==> src/rtl/bcd_updown_counter.sv <==
// Multi-digit BCD up/down counter with prescaled stepping, parallel load
// (with per-nibble clamp to 9), wrap or saturate at the limits, a
// terminal-count flag, a one-cycle limit pulse and per-digit active-low
// 7-segment drive.
//
// Optional build macro: BCD_LEADING_ZERO_BLANK_EN
//   Defined   -> leading zero digits (above digit 0) are blanked on seg.
//   Undefined -> every digit is always displayed.
// count, tc and ovf are identical in both builds.
module bcd_updown_counter #(
    parameter int DIGITS   = 4,
    parameter int PRESCALE = 1,
    parameter int SATURATE = 0
) (
    input  logic                  CLOCK_50,
    input  logic                  RESET,
    input  logic                  en,
    input  logic                  up,
    input  logic                  load,
    input  logic [4*DIGITS-1:0]   load_val,
    output logic [4*DIGITS-1:0]   count,
    output logic                  tc,
    output logic                  ovf,
    output logic [7*DIGITS-1:0]   seg
);

    localparam int W  = 4 * DIGITS;
    localparam int PW = (PRESCALE > 1) ? $clog2(PRESCALE) : 1;
    localparam logic [PW-1:0] PS_LAST = PW'(PRESCALE - 1);

    // Replicate one BCD digit across every nibble.
    function automatic logic [W-1:0] bcd_fill(input logic [3:0] d);
        logic [W-1:0] r;
        r = {W{1'b0}};
        for (int i = 0; i < DIGITS; i++) begin
            r[4*i +: 4] = d;
        end
        return r;
    endfunction

    localparam logic [W-1:0] ALL_NINES = bcd_fill(4'd9);

    // One BCD increment or decrement with full carry/borrow ripple.
    // Rolls over naturally at the limits (all 9s -> 0, 0 -> all 9s).
    function automatic logic [W-1:0] bcd_step(input logic [W-1:0] v,
                                              input logic inc);
        logic [W-1:0] r;
        logic         carry;
        logic [3:0]   nib;
        r     = v;
        carry = 1'b1;
        for (int i = 0; i < DIGITS; i++) begin
            nib = v[4*i +: 4];
            if (!carry) begin
                r[4*i +: 4] = nib;
            end else if (inc) begin
                if (nib == 4'd9) begin
                    r[4*i +: 4] = 4'd0;
                    carry       = 1'b1;
                end else begin
                    r[4*i +: 4] = nib + 4'd1;
                    carry       = 1'b0;
                end
            end else begin
                if (nib == 4'd0) begin
                    r[4*i +: 4] = 4'd9;
                    carry       = 1'b1;
                end else begin
                    r[4*i +: 4] = nib - 4'd1;
                    carry       = 1'b0;
                end
            end
        end
        return r;
    endfunction

    // Force any non-BCD nibble of a load value to 9.
    function automatic logic [W-1:0] bcd_clamp(input logic [W-1:0] v);
        logic [W-1:0] r;
        r = v;
        for (int i = 0; i < DIGITS; i++) begin
            r[4*i +: 4] = (v[4*i +: 4] > 4'd9) ? 4'd9 : v[4*i +: 4];
        end
        return r;
    endfunction

    // Active-low {g,f,e,d,c,b,a} pattern for one digit; non-BCD is blank.
    function automatic logic [6:0] seg7(input logic [3:0] d);
        logic [6:0] r;
        case (d)
            4'd0:    r = ~7'h3F;
            4'd1:    r = ~7'h06;
            4'd2:    r = ~7'h5B;
            4'd3:    r = ~7'h4F;
            4'd4:    r = ~7'h66;
            4'd5:    r = ~7'h6D;
            4'd6:    r = ~7'h7D;
            4'd7:    r = ~7'h07;
            4'd8:    r = ~7'h7F;
            4'd9:    r = ~7'h67;
            default: r = 7'h7F;
        endcase
        return r;
    endfunction

    logic [W-1:0]  count_q, count_d;
    logic [PW-1:0] presc_q, presc_d;
    logic          ovf_q,   ovf_d;
    logic          tick_s;
    logic          at_limit_s;

    // Step qualifier and limit detection for the current direction.
    always_comb begin
        tick_s     = en && (presc_q == PS_LAST);
        at_limit_s = up ? (count_q == ALL_NINES) : (count_q == {W{1'b0}});
    end

    // Next-state selection: load beats step beats hold.
    always_comb begin
        count_d = count_q;
        presc_d = presc_q;
        ovf_d   = 1'b0;
        if (load) begin
            count_d = bcd_clamp(load_val);
            presc_d = {PW{1'b0}};
        end else if (en) begin
            if (tick_s) begin
                presc_d = {PW{1'b0}};
                ovf_d   = at_limit_s;
                if (at_limit_s && (SATURATE != 0)) begin
                    count_d = count_q;
                end else begin
                    count_d = bcd_step(count_q, up);
                end
            end else begin
                presc_d = presc_q + PW'(1);
            end
        end else begin
            presc_d = presc_q;
        end
    end

    // State registers with synchronous active-high reset.
    always_ff @(posedge CLOCK_50) begin
        if (RESET) begin
            count_q <= {W{1'b0}};
            presc_q <= {PW{1'b0}};
            ovf_q   <= 1'b0;
        end else begin
            count_q <= count_d;
            presc_q <= presc_d;
            ovf_q   <= ovf_d;
        end
    end

`ifdef BCD_LEADING_ZERO_BLANK_EN
    logic lead_zero_s;

    // Decode digits, blanking zero digits that only have zeros above them.
    always_comb begin
        seg         = {(7*DIGITS){1'b1}};
        lead_zero_s = 1'b1;
        for (int i = DIGITS - 1; i >= 0; i--) begin
            lead_zero_s = lead_zero_s && (count_q[4*i +: 4] == 4'd0);
            if ((i > 0) && lead_zero_s) begin
                seg[7*i +: 7] = 7'h7F;
            end else begin
                seg[7*i +: 7] = seg7(count_q[4*i +: 4]);
            end
        end
    end
`else
    // Decode every digit to its segment pattern.
    always_comb begin
        seg = {(7*DIGITS){1'b1}};
        for (int i = 0; i < DIGITS; i++) begin
            seg[7*i +: 7] = seg7(count_q[4*i +: 4]);
        end
    end
`endif

    assign count = count_q;
    assign ovf   = ovf_q;
    assign tc    = at_limit_s;

endmodule
==> config.mk <==
export PLATFORM = sky130hd
export DESIGN_NAME = bcd_updown_counter
export DESIGN_NICKNAME = d
export VERILOG_FILES = /design/src/rtl/bcd_updown_counter.sv
export SDC_FILE = /design/constraint.sdc
export NUM_CORES = 1
export LEC_CHECK = 0
export CELL_PAD_IN_SITES_DETAIL_PLACEMENT = 0
export CELL_PAD_IN_SITES_GLOBAL_PLACEMENT = 1
export CORE_ASPECT_RATIO = 2
export CORE_MARGIN = 8
export CORE_UTILIZATION = 40
export CTS_BUF_LIST = sky130_fd_sc_hd__clkbuf_8
export DETAILED_ROUTE_END_ITERATION = 8
export HOLD_SLACK_MARGIN = 0.08
export PLACE_DENSITY_LB_ADDON = 0.1
export SYNTH_ARGS = -nofsm -noshare
export SYNTH_HDL_FRONTEND = slang
export SYNTH_SLANG_ARGS = --single-unit
==> constraint.sdc <==
create_clock -name CLOCK_50 -period 3.5 [get_ports CLOCK_50]
set_input_delay 0.525 -clock CLOCK_50 [delete_from_list [all_inputs] [get_ports CLOCK_50]]
set_output_delay 0.525 -clock CLOCK_50 [all_outputs]
set_load 0.02 [all_outputs]
# --- After elaboration in Yosys (flattened, before gate mapping) ---
# Memory sizes are Yosys's and may differ from the RTL's. A register that Yosys moved wholly into a read port is not among the register bits.
# Cells that the tools add are included.
word_totals:
  out_inout_bits: 46
  mem_count: 4
  ff_bits: 18
  rom_bits: 448
  input_bits: 21
  wordCells: 100
memory_table:
  columns: ["name", "depth", "word_bits", "read_ports", "rd_ports_with_merged_regs", "write_ports", "line", "text"]
  rows:
  - ["(no name shown)", 16, 7, 1, 1, 0, "90", "case (d)"]
  - ["(no name shown)", 16, 7, 1, 1, 0, "90", null]
  - ["(no name shown)", 16, 7, 1, 1, 0, "90", null]
  - ["(no name shown)", 16, 7, 1, 1, 0, "90", null]
classes:
  n_mux: 52
  bitwise_logic: 3
  n_addsub: 9
  n_eq_ne: 5
  n_reduce_logical: 17
  n_lt_le_gt_ge: 4
ops:
  columns: ["operator", "count"]
  rows:
  - ["4-bit 2-to-1 mux", 27]
  - ["16-bit 2-to-1 mux", 3]
  - ["1-bit 2-to-1 mux", 22]
  - ["4-bit by 1-bit adder with 4-bit output (second input constant)", 4]
  - ["16-bit equality test (second input constant)", 1]
  - ["4-bit equality test (second input constant)", 4]
  - ["4-bit > comparator (second input constant)", 4]
  - ["16-bit zero test", 1]
  - ["4-bit zero test", 4]
  - ["4-bit by 1-bit subtractor with 4-bit output (second input constant)", 4]
  - ["2-bit nonzero test", 5]
  - ["3-bit AND reduction", 3]
  - ["4-bit OR reduction", 1]
  - ["1-bit NOT", 3]
  - ["2-bit AND reduction", 1]
  - ["2-bit OR reduction", 1]
  - ["1-bit adder (second input constant)", 1]
  - ["1-bit logical AND", 1]

# --- Logic depth before layout (Yosys ltp) ---
# Gate-level depths: netlist (run 1).
depth:
  depth_word: 20
  ltp_mapped: 14
  depth_no_buf: 13

# --- Least setup slack after synthesis (run 1) ---
# OpenSTA, ideal clock, no wires.
synth_timing:
  path_kind: "reg-to-reg"
  from: "reg count_q[0] (netlist: count[0])"
  to: "reg seg[25] (netlist name)"
  period_less_slack_ns: 2.748
  arrival_time_ns: 2.628
  n_path_buf: 1
  stages_incl_launch_ff: 12
  setup_time_ns: 0.120
  setup_slack_ns: 0.752
  required_ns: 3.380
  cell_sequence: "dfxtp_1 > ha_1 > and4b_4 > o21ai_1 > buf_4 > nor2_2 > xor2_1 > o21ai_1 > ha_1 > o31a_1 > o21ai_0 > a211o_1"
synth_between:
  elab_chain_len: 18
  word_cells_on_any_way: 20
  cone_classes: "eq/ne (1); mux (16); reduce/logical (3)"
synth_lines:
  columns: ["item", "line", "text"]
  rows:
  - ["from (decl)", "106", "logic [W-1:0] count_q, count_d;"]
  - ["from (signal assigned)", "146", "count_q <= {W{1'b0}};"]
  - ["from (signal assigned)", "150", "count_q <= count_d;"]
  - ["4-bit equality test or 4-bit zero test (tied branches)", "57, 65", null]
  - ["1-bit 2-to-1 mux, on equally long branches", "57, 65", null]
  - ["1-bit 2-to-1 mux (*)", "56", "end else if (inc) begin"]
  - ["1-bit 2-to-1 mux (*)", "127", "if (tick_s) begin"]
  - ["1-bit 2-to-1 mux (*)", "126", "end else if (en) begin"]
  - ["1-bit 2-to-1 mux (*)", "123", "if (load) begin"]
  - ["1-bit 2-to-1 mux (*)", "54", "if (!carry) begin"]
  - ["1-bit 2-to-1 mux (*)", "127", null]
  - ["1-bit 2-to-1 mux (*)", "126", null]
  - ["1-bit 2-to-1 mux (*)", "123", null]
  - ["1-bit 2-to-1 mux (*)", "54", null]
  - ["1-bit 2-to-1 mux (*)", "127", null]
  - ["1-bit 2-to-1 mux (*)", "126", null]
  - ["1-bit 2-to-1 mux (*)", "123", null]
  - ["2-bit nonzero test (no line) (*)", null, null]
  - ["3-bit AND reduction (no line) (*)", null, null]
  - ["4-bit 2-to-1 mux (no line) (*) (2 in series)", null, null]
# Every way passes the cells marked *; elsewhere a longest branch is shown, timed or not. The select of a mux whose other input is x is not followed.
# A chain may end at the register's enable or synchronous reset.

# --- Final worst setup path (run 1) ---
layout_timing:
  from: "in up"
  to: "reg seg[10] (netlist name)"
layout_between:
  elab_chain_len: 8
  word_cells_on_any_way: 13
  cone_classes: "mux (11); reduce/logical (2)"
layout_lines:
  columns: ["item", "line", "text"]
  rows:
  - ["from (decl)", "18", "input logic up,"]
  - ["1-bit 2-to-1 mux", "56", null]
  - ["1-bit 2-to-1 mux", "127", null]
  - ["1-bit 2-to-1 mux", "126", null]
  - ["1-bit 2-to-1 mux", "123", null]
  - ["2-bit nonzero test (no line)", null, null]
  - ["3-bit AND reduction (no line)", null, null]
  - ["4-bit 2-to-1 mux (no line) (*) (2 in series)", null, null]
# Marked as above.

==> results of run 1 <==
==> state kept, by name, indices dropped and copies added (netlist names) <==
name,flops
seg,28
count,16
ovf,1
presc_q,1
==> synthesized netlist by cell type, types with 5 or more instances <==
cell / instances
nand2b_1: 6
nor2_2: 5
a31oi_1: 7
o21ai_0: 20
nor2_1: 24
nor2b_1: 6
nor3_1: 10
nand2_1: 23
dfxtp_1: 46
clkbuf_1: 6
o22ai_1: 5
o21bai_1: 5
ha_1: 29
a21oi_1: 26
and2_1: 6
inv_1: 29
o21ai_1: 8
mux2i_1: 9
nand4_1: 6
==> kinds of logic (layout without fill, tap and decap cells) <==
logic type	Yosys count	count (layout)	share of synthesized area, %
compound gates	111	111	23.76
xor+xnor	4	4	1.080
fa+ha+maj	29	29	11.18
buf+inv	54	127	8.638
flops	46	46	28.38
mux	12	12	4.512
simple gates	123	123	22.45
==> metrics by stage <==
step / cells / hold WS (ns) / total power [uW]
floorplan: 379 / 0.4632 / 918.4
global route: 548 / 0.5054 / 1498
global placement: 541 / 0.4749 / 1119
CTS: 548 / 0.4982 / 1436
detailed placement: 541 / 0.4850 / 1120
finish: 548 / 0.4912 / 1412
==> layout make-up <==
| type | instances | area, um2 | share of cell area [%] |
|---|---|---|---|
| Clock buffer | 5 | 68.82 | 1.677 |
| Clock inverter | 2 | 7.507 | 0.1829 |
| Inverter | 33 | 125.1 | 3.049 |
| Tap cell | 96 | 120.1 | 2.927 |
| Multi-Input combinational cell | 279 | 2043 | 49.79 |
| Sequential cell | 46 | 920.9 | 22.44 |
| Timing Repair Buffer | 87 | 818.3 | 19.94 |
==> worst register-to-register path, stage by stage (launching register included) <==
cell     delay [ns]
dfxtp_1        0.39
inv_1          0.11
ha_1           0.25
or4b_4         0.53
a21oi_4        0.19
mux2_2         0.36
a22oi_1        0.28
nor2_2         0.13
inv_1          0.12
ha_1           0.16
inv_1          0.07
nor3_1         0.22
a21oi_1        0.06
==> power by group through the flow <==
stage / Sequential, uW / Combinational [uW] / Clock, uW
final: 616 / 489 / 308
after detailed placement: 629 / 491 / 0
after CTS: 617 / 494 / 325
after global routing: 624 / 531 / 343
after floorplan: 681 / 237 / 0
after global placement: 629 / 490 / 0
==> path summary, 6_finish.rpt <==
kind                            slack, ns  endpoint      from  depth (start not counted)
worst max register to register       0.51   seg[10]  count[1]                         12
worst min register to register       0.49   presc_q   presc_q                          1
worst min-delay path                 0.49   presc_q   presc_q                          1
worst max-delay path                 0.43   seg[10]        up                         11
==> routing by layer <==
layer | share of wire [%] | up-vias | global-route usage (%)
li1 | - | 1510 | -
met5 | 0 | - | 0
met3 | 4.7 | 12 | 3.254
met4 | 2.1 | 0 | 6.195
met1 | 37 | 1398 | 14.26
met2 | 56 | 61 | 31.39
==> results by group, run 1 <==
Routing
  – Starting DRT DRC Count: 144
  – Vias per inst: 5.440
  – Routed Antenna Nets: 0
  – Pre-Repair DR Iteration Count: 4
  – Drt total wl: slightly below 9000 um
  – Vias post-DR: 2,981
  – WL/cell: 16.10 um
  – Drt drc: 0

Synth
  – Synth Flop Type: dfxtp_1
  – Sequential fraction of the synthesis area: between 20% and 30%
  – Area contributors post-synth: dfxtp_1, ha_1, a21oi_1
  – Area leader, netlist: dfxtp_1
  – Yosys top cell area share: 28.38%
  – Mapped Area: 3244 um2
  – YS warnings: 0
  – Post-synth ARST share: 0%
  – Post-synth EDFFs: 0
  – Syn nets: 429
  – Post-synthesis cell type count: 77
  – Avg Cell Area, Syn: between 8 and 9 um2
  – #FFs+latches synth: 46
  – Synth Instances: about 380

Die
  – Core area: just under 8000 um2
  – Ports: 67
  – Die span in y: 143.4 um
  – Die Wd: 79.68 um
  – Cell Rows: 46
  – Initial Util: 41.15%
  – Die area: 11,420 um2

Placed design
  – Placed Area: 4028 um2
  – I/O Buffers: 66
  – HPWL Detailed: approximately 7000 um
  – Post-Place Setup Slack: between 0.1 and 0.15 ns
  – GPL Wtd Cong: ~0.85

Clock network
  – Num CTS Buffers: 5
  – Clock root cell: clkbuf_8
  – Post-CTS Resized: 0
  – Clk_lat worst skew: 0.31 ns
  – CTS tree: built
  – CTS Sinks: 46
  – # hold bufs at CTS: 0
  – Postcts setup bufs: 0
  – H-tree levels: 2
  – CTS clk-pin slew, worst paths: 0.08 ns
  – Longest Clk Path Bufs: 2

Global routing
  – Tot GR Track Use: between 10% and 20%
  – Initial antenna violation count: 0
  – Largest net degree at the start of global routing: 17
  – First-pass GRT wire length: 14,290 um
  – Total grt overflow: 0
  – Vias in the first global route: 3,027

Final layout
  – Post-route core utilization: 52.05%
  – Layout fillers: 771
  – Leading cell type in the layout, fill and taps excluded: clkdlybuf4s50_1
  – Layout Nets: around 500
  – Area growth syn-to-layout: 26.49%
  – Most frequent cells in the layout: clkdlybuf4s50_1, dfxtp_1, inv_1
  – Layout cell share with drive strength beyond 1: 12.39%
  – Design area: 4104 um2
  – N_diodes: 0

Timing
  – Final worst slack: 0.4304 ns
  – Final Max Tran Viols: 0
  – Worst slew pin tran: 0.5980 ns
  – Max Fclk: about 0.33 GHz
  – Tmin final: slightly above 3 ns
  – Worst rel slew slack: around 60%
  – RSZ-0062 raised after global routing: no
  – Final Setup Violations: 0
  – Final setup TNS: 0 ns
  – Fin crit share: 87.70%
  – Worst Skew: approximately 0.0065 ns
  – Final Hold Viols: 0

Setup path
  – Cells along the critical path: clkdlybuf4s50_1, or4b_4, a21oi_4, mux2_2, a22oi_1, nor2_2, inv_1, ha_1, inv_1, nor3_1, a21oi_1
  – Most used cell, CP: inv_1
  – Startpoint types: input pin
  – Top fanout value on the critical path: 8
  – Worst path slowest cell: or4b_4
  – Arr. time, crit path: approximately 3.2 ns
  – Critical path type: input pin to register
  – Worst path bufs/invs: 3
  – Crit. End Element: register
  – Largest stage delay, worst path: 0.58 ns
  – Kind of cell adding the most delay to the critical path: simple AND/OR/NAND/NOR gates
  – CP required: ~3.7 ns

Power and ir drop
  – Clock power frac: approximately 22%
  – Reg power frac: 43.6%
  – IR drop worst, VDD: 202.6 uV
  – Switch share: about a third
  – Power Density: 344.1 nW/um2
  – Pint: 937.8 uW
  – P_leak: 0.001680 uW
  – Net Sw Power: 474.2 uW
  – Combinational group share of total power: 34.6%

Job
  – Max_cap viols: 0

Status
  – Outcome: finished, final reports clean

Worst hold path
  – Hold Crit Class: register to register
No activity file was read; power rests on OpenSTA's default activity.
==> run 2: changes to the inputs <==
--- a/config.mk
+++ b/config.mk
@@ -5,11 +5,12 @@
 export SDC_FILE = /design/constraint.sdc
 export NUM_CORES = 1
 export LEC_CHECK = 0
+export ABC_AREA = 1
 export CELL_PAD_IN_SITES_DETAIL_PLACEMENT = 0
 export CELL_PAD_IN_SITES_GLOBAL_PLACEMENT = 1
 export CORE_ASPECT_RATIO = 2
 export CORE_MARGIN = 8
-export CORE_UTILIZATION = 40
+export CORE_UTILIZATION = 37
 export CTS_BUF_LIST = sky130_fd_sc_hd__clkbuf_8
 export DETAILED_ROUTE_END_ITERATION = 8
 export HOLD_SLACK_MARGIN = 0.08
==> run 2 against run 1 <==
  * Final area down 0.55%
  * Largest power group unchanged
  * Count of clock-buffer cells in the layout up 1
  * Sequential cell count unchanged
  * Register-to-register slack better by 0.45 ns
  * Non-clock buffer count down 15
  * Largest cell class unchanged
  * Wire length down 1.1%
  * Combinational power up 17%
  * Die area up 4.4%
  * First-iteration DRC count down 19%
  * Synthesized cell count up 23%
  * Clock skew up 0.0012 ns
  * Via count up 5.1%
==> results by group, run 2 <==
Global routing
  – Largest net degree at the start of global routing: 24 (+7)
  – Vias in the first global route: 3,171 (+4.8%)
  – Initial antenna violation count: 0 (unchanged)
  – First-pass GRT wire length: 14,200 um (-0.62%)
  – Tot GR Track Use: 15.02% (-0.65 points)
  – Total grt overflow: 0 (unchanged)

Final layout
  – Layout Nets: 588 (+17%)
  – Post-route core utilization: 49.22% (-2.8 points)
  – Most frequent cells in the layout: nand2_1, clkdlybuf4s50_1, inv_1
  – N_diodes: 0 (unchanged)
  – Max FFs per register: 28 (unchanged)
  – Layout fillers: 864 (+12%)
  – Leading cell type in the layout, fill and taps excluded: nand2_1
  – Layout cell share with drive strength beyond 1: 10.39% (-2.0 points)
  – Reg area: 920.9 um2 (unchanged)
  – Design area: 4081 um2 (-0.55%)
  – Multi-input logic area: 1921 um2 (-6.0%)
  – Finished Layout Cells: 637 (+16%)
  – Area growth syn-to-layout: 29.19%

Clock network
  – CTS tree: built
  – CTS clk-pin slew, worst paths: 0.09 ns (about the same)
  – Clock root cell: clkbuf_8
  – Clk_lat worst skew: 0.31 ns (about the same)
  – CTS Sinks: 46 (unchanged)
  – Postcts setup bufs: 0 (unchanged)
  – Longest Clk Path Bufs: 2 (unchanged)
  – H-tree levels: 2 (unchanged)
  – Post-CTS Resized: 0 (unchanged)
  – Num CTS Buffers: 5 (unchanged)
  – # hold bufs at CTS: 0 (unchanged)

Placed design
  – GPL Wtd Cong: 0.8373 (-1.8%)
  – HPWL Detailed: 7207 um (+1.4%)
  – Placed Area: 3939 um2 (-2.2%)
  – I/O Buffers: 66 (unchanged)
  – Placed Instances: 629 (+16%)

Die
  – Ports: 67 (unchanged)
  – Die Wd: 81.34 um (+2.1%)
  – Initial Util: 38.10% (-3.0 points)
  – Core area: 8292 um2 (+5.2%)
  – Die span in y: 146.7 um (+2.3%)
  – Cell Rows: 47 (+2.2%)
  – Die area: 11,930 um2 (+4.4%)

Timing
  – Final setup TNS: 0 ns (unchanged)
  – Final Hold Viols: 0 (unchanged)
  – Worst Skew: 0.007676 ns (+0.001179 ns)
  – Worst rel slew slack: 68.38% (+8.5 points)
  – RSZ-0062 raised after global routing: no
  – Max Fclk: 0.3306 GHz (+1.5%)
  – Tmin final: 3.025 ns (-0.04476 ns)
  – Fin crit share: 86.42% (-1.3 points)
  – Fin Hold WS: 0.4502 ns (-0.04103 ns)
  – Final Max Tran Viols: 0 (unchanged)
  – Final Setup Violations: 0 (unchanged)
  – Worst slew pin tran: 0.4682 ns (-0.1298 ns)

Synth
  – Post-synth ARST share: 0% (unchanged)
  – Avg Cell Area, Syn: 6.765 um2 (-21%)
  – Syn nets: 517 (+21%)
  – Synth Flop Type: dfxtp_1
  – Sequential fraction of the synthesis area: 29.15% (+0.76 points)
  – Synth Instances: 467 (+23%)
  – Top post-synthesis cells by count: nand2_1, inv_1, nand3_1, dfxtp_1, ha_1
  – Post-synthesis cell type count: 36 (-53%)
  – Area leader, netlist: dfxtp_1
  – Area contributors post-synth: dfxtp_1, nand2_1, ha_1
  – Post-synth EDFFs: 0 (unchanged)
  – YS warnings: 0 (unchanged)
  – Yosys top cell area share: 29.15% (+0.76 points)
  – Mapped Area: 3159 um2 (-2.6%)
  – #FFs+latches synth: 46 (unchanged)
  – Most frequent cell after synthesis: nand2_1

Setup path
  – R2r setup slk: 0.96 ns (+0.45 ns)
  – Cells along the critical path: inv_1, ha_1, nand3_1, o41ai_1, clkdlybuf4s50_1
  – Critical path type: register to primary output
  – Worst path slowest cell: clkdlybuf4s50_1
  – Top fanout value on the critical path: 7 (-1)
  – Largest stage delay, worst path: 0.70 ns (+0.12 ns)
  – Worst path bufs/invs: 2 (-1)
  – Startpoint types: register
  – Crit. End Element: primary output
  – CP required: 2.97 ns (-0.70 ns)
  – Kind of cell adding the most delay to the critical path: buffers and inverters
  – Arr. time, crit path: 2.50 ns (-0.74 ns)

Power and ir drop
  – Net Sw Power: 566.4 uW (+19%)
  – Reg power frac: 36.9% (-6.7 points)
  – IR drop worst, VDD: 231.8 uV (+14%)
  – Combinational group share of total power: 33.6% (-1.0 points)
  – Pint: 1128 uW (+20%)
  – Switch share: 33.42% (-0.16 points)
  – Power Density: 415.2 nW/um2 (+21%)
  – P_leak: 0.002178 uW (+30%)
  – Clock power frac: 29.5% (+7.7 points)

Routing
  – Routed Antenna Nets: 0 (unchanged)
  – Vias post-DR: 3,134 (+5.1%)
  – Pre-Repair DR Iteration Count: 4 (unchanged)
  – WL/cell: 13.70 um (-15%)
  – Drt total wl: 8726 um (-1.1%)
  – Vias per inst: 4.920 (-9.6%)
  – Starting DRT DRC Count: 116 (-19%)
  – Drt drc: 0 (unchanged)

Status
  – Outcome: finished, final reports clean

Worst hold path
  – Hold Crit Class: register to register

Job
  – Max_cap viols: 0 (unchanged)
-- run 2: stage by stage --
stage	total power (uW)	setup WS (ns)
after global placement	1213	0.5558
after CTS	1720	0.4553
after detailed placement	1215	0.5563
final	1695	0.4751
after floorplan	984.6	1.198
after global routing	1798	0.3336
-- run 2: kinds of logic after synthesis --
logic type | Yosys count | synth area share (%)
xor gates and xnor gates | 8 | 2.218
and+or+nand+nor | 259 | 38.53
DFF | 46 | 29.15
buffers and inverters | 79 | 10.06
AOI/OAI and AO/OA | 46 | 8.555
adders and majority gates | 29 | 11.49
-- run 2: final timing paths --
kind,depth (start not counted),startpoint,end
setup reg to reg,15,count[1],seg[3]
setup / recovery,5,count[8],tc
hold / removal,2,presc_q,presc_q
hold reg to reg,2,presc_q,presc_q
-- run 2: area by class of cell --
cell class	instances	area share, %
Tap cell	98	3.004
Clock inverter	2	1.471
Multi-Input combinational cell	342	47.06
Sequential cell	46	22.56
Inverter	71	6.591
Clock buffer	6	2.023
Timing Repair Buffer	72	17.29
-- run 2: routing by layer --
layer | GRT usage [%] | share of wire, % | vias to the layer above | wire, um
li1 | - | - | 1608 | -
met2 | 30.48 | 59 | 64 | 5173
met5 | 0 | 0 | - | 0
met4 | 6.396 | 2.3 | 0 | 203
met1 | 12.73 | 34 | 1449 | 2947
met3 | 3.014 | 4.6 | 13 | 402
-- run 2: power groups by stage --
stage / combinational, uW / sequential (uW) / clock, uW
2_1_floorplan: 272 / 712 / 0
3_3_place_gp: 575 / 638 / 0
3_5_place_dp: 576 / 639 / 0
4_1_cts: 579 / 627 / 515
5_1_grt: 631 / 635 / 532
6_report: 570 / 625 / 500
-- run 2: worst min-delay path: stages, from the launching register on --
cell and delay [ns]:
dfxtp_1 0.32, nand2_1 0.06, nor2_1 0.04
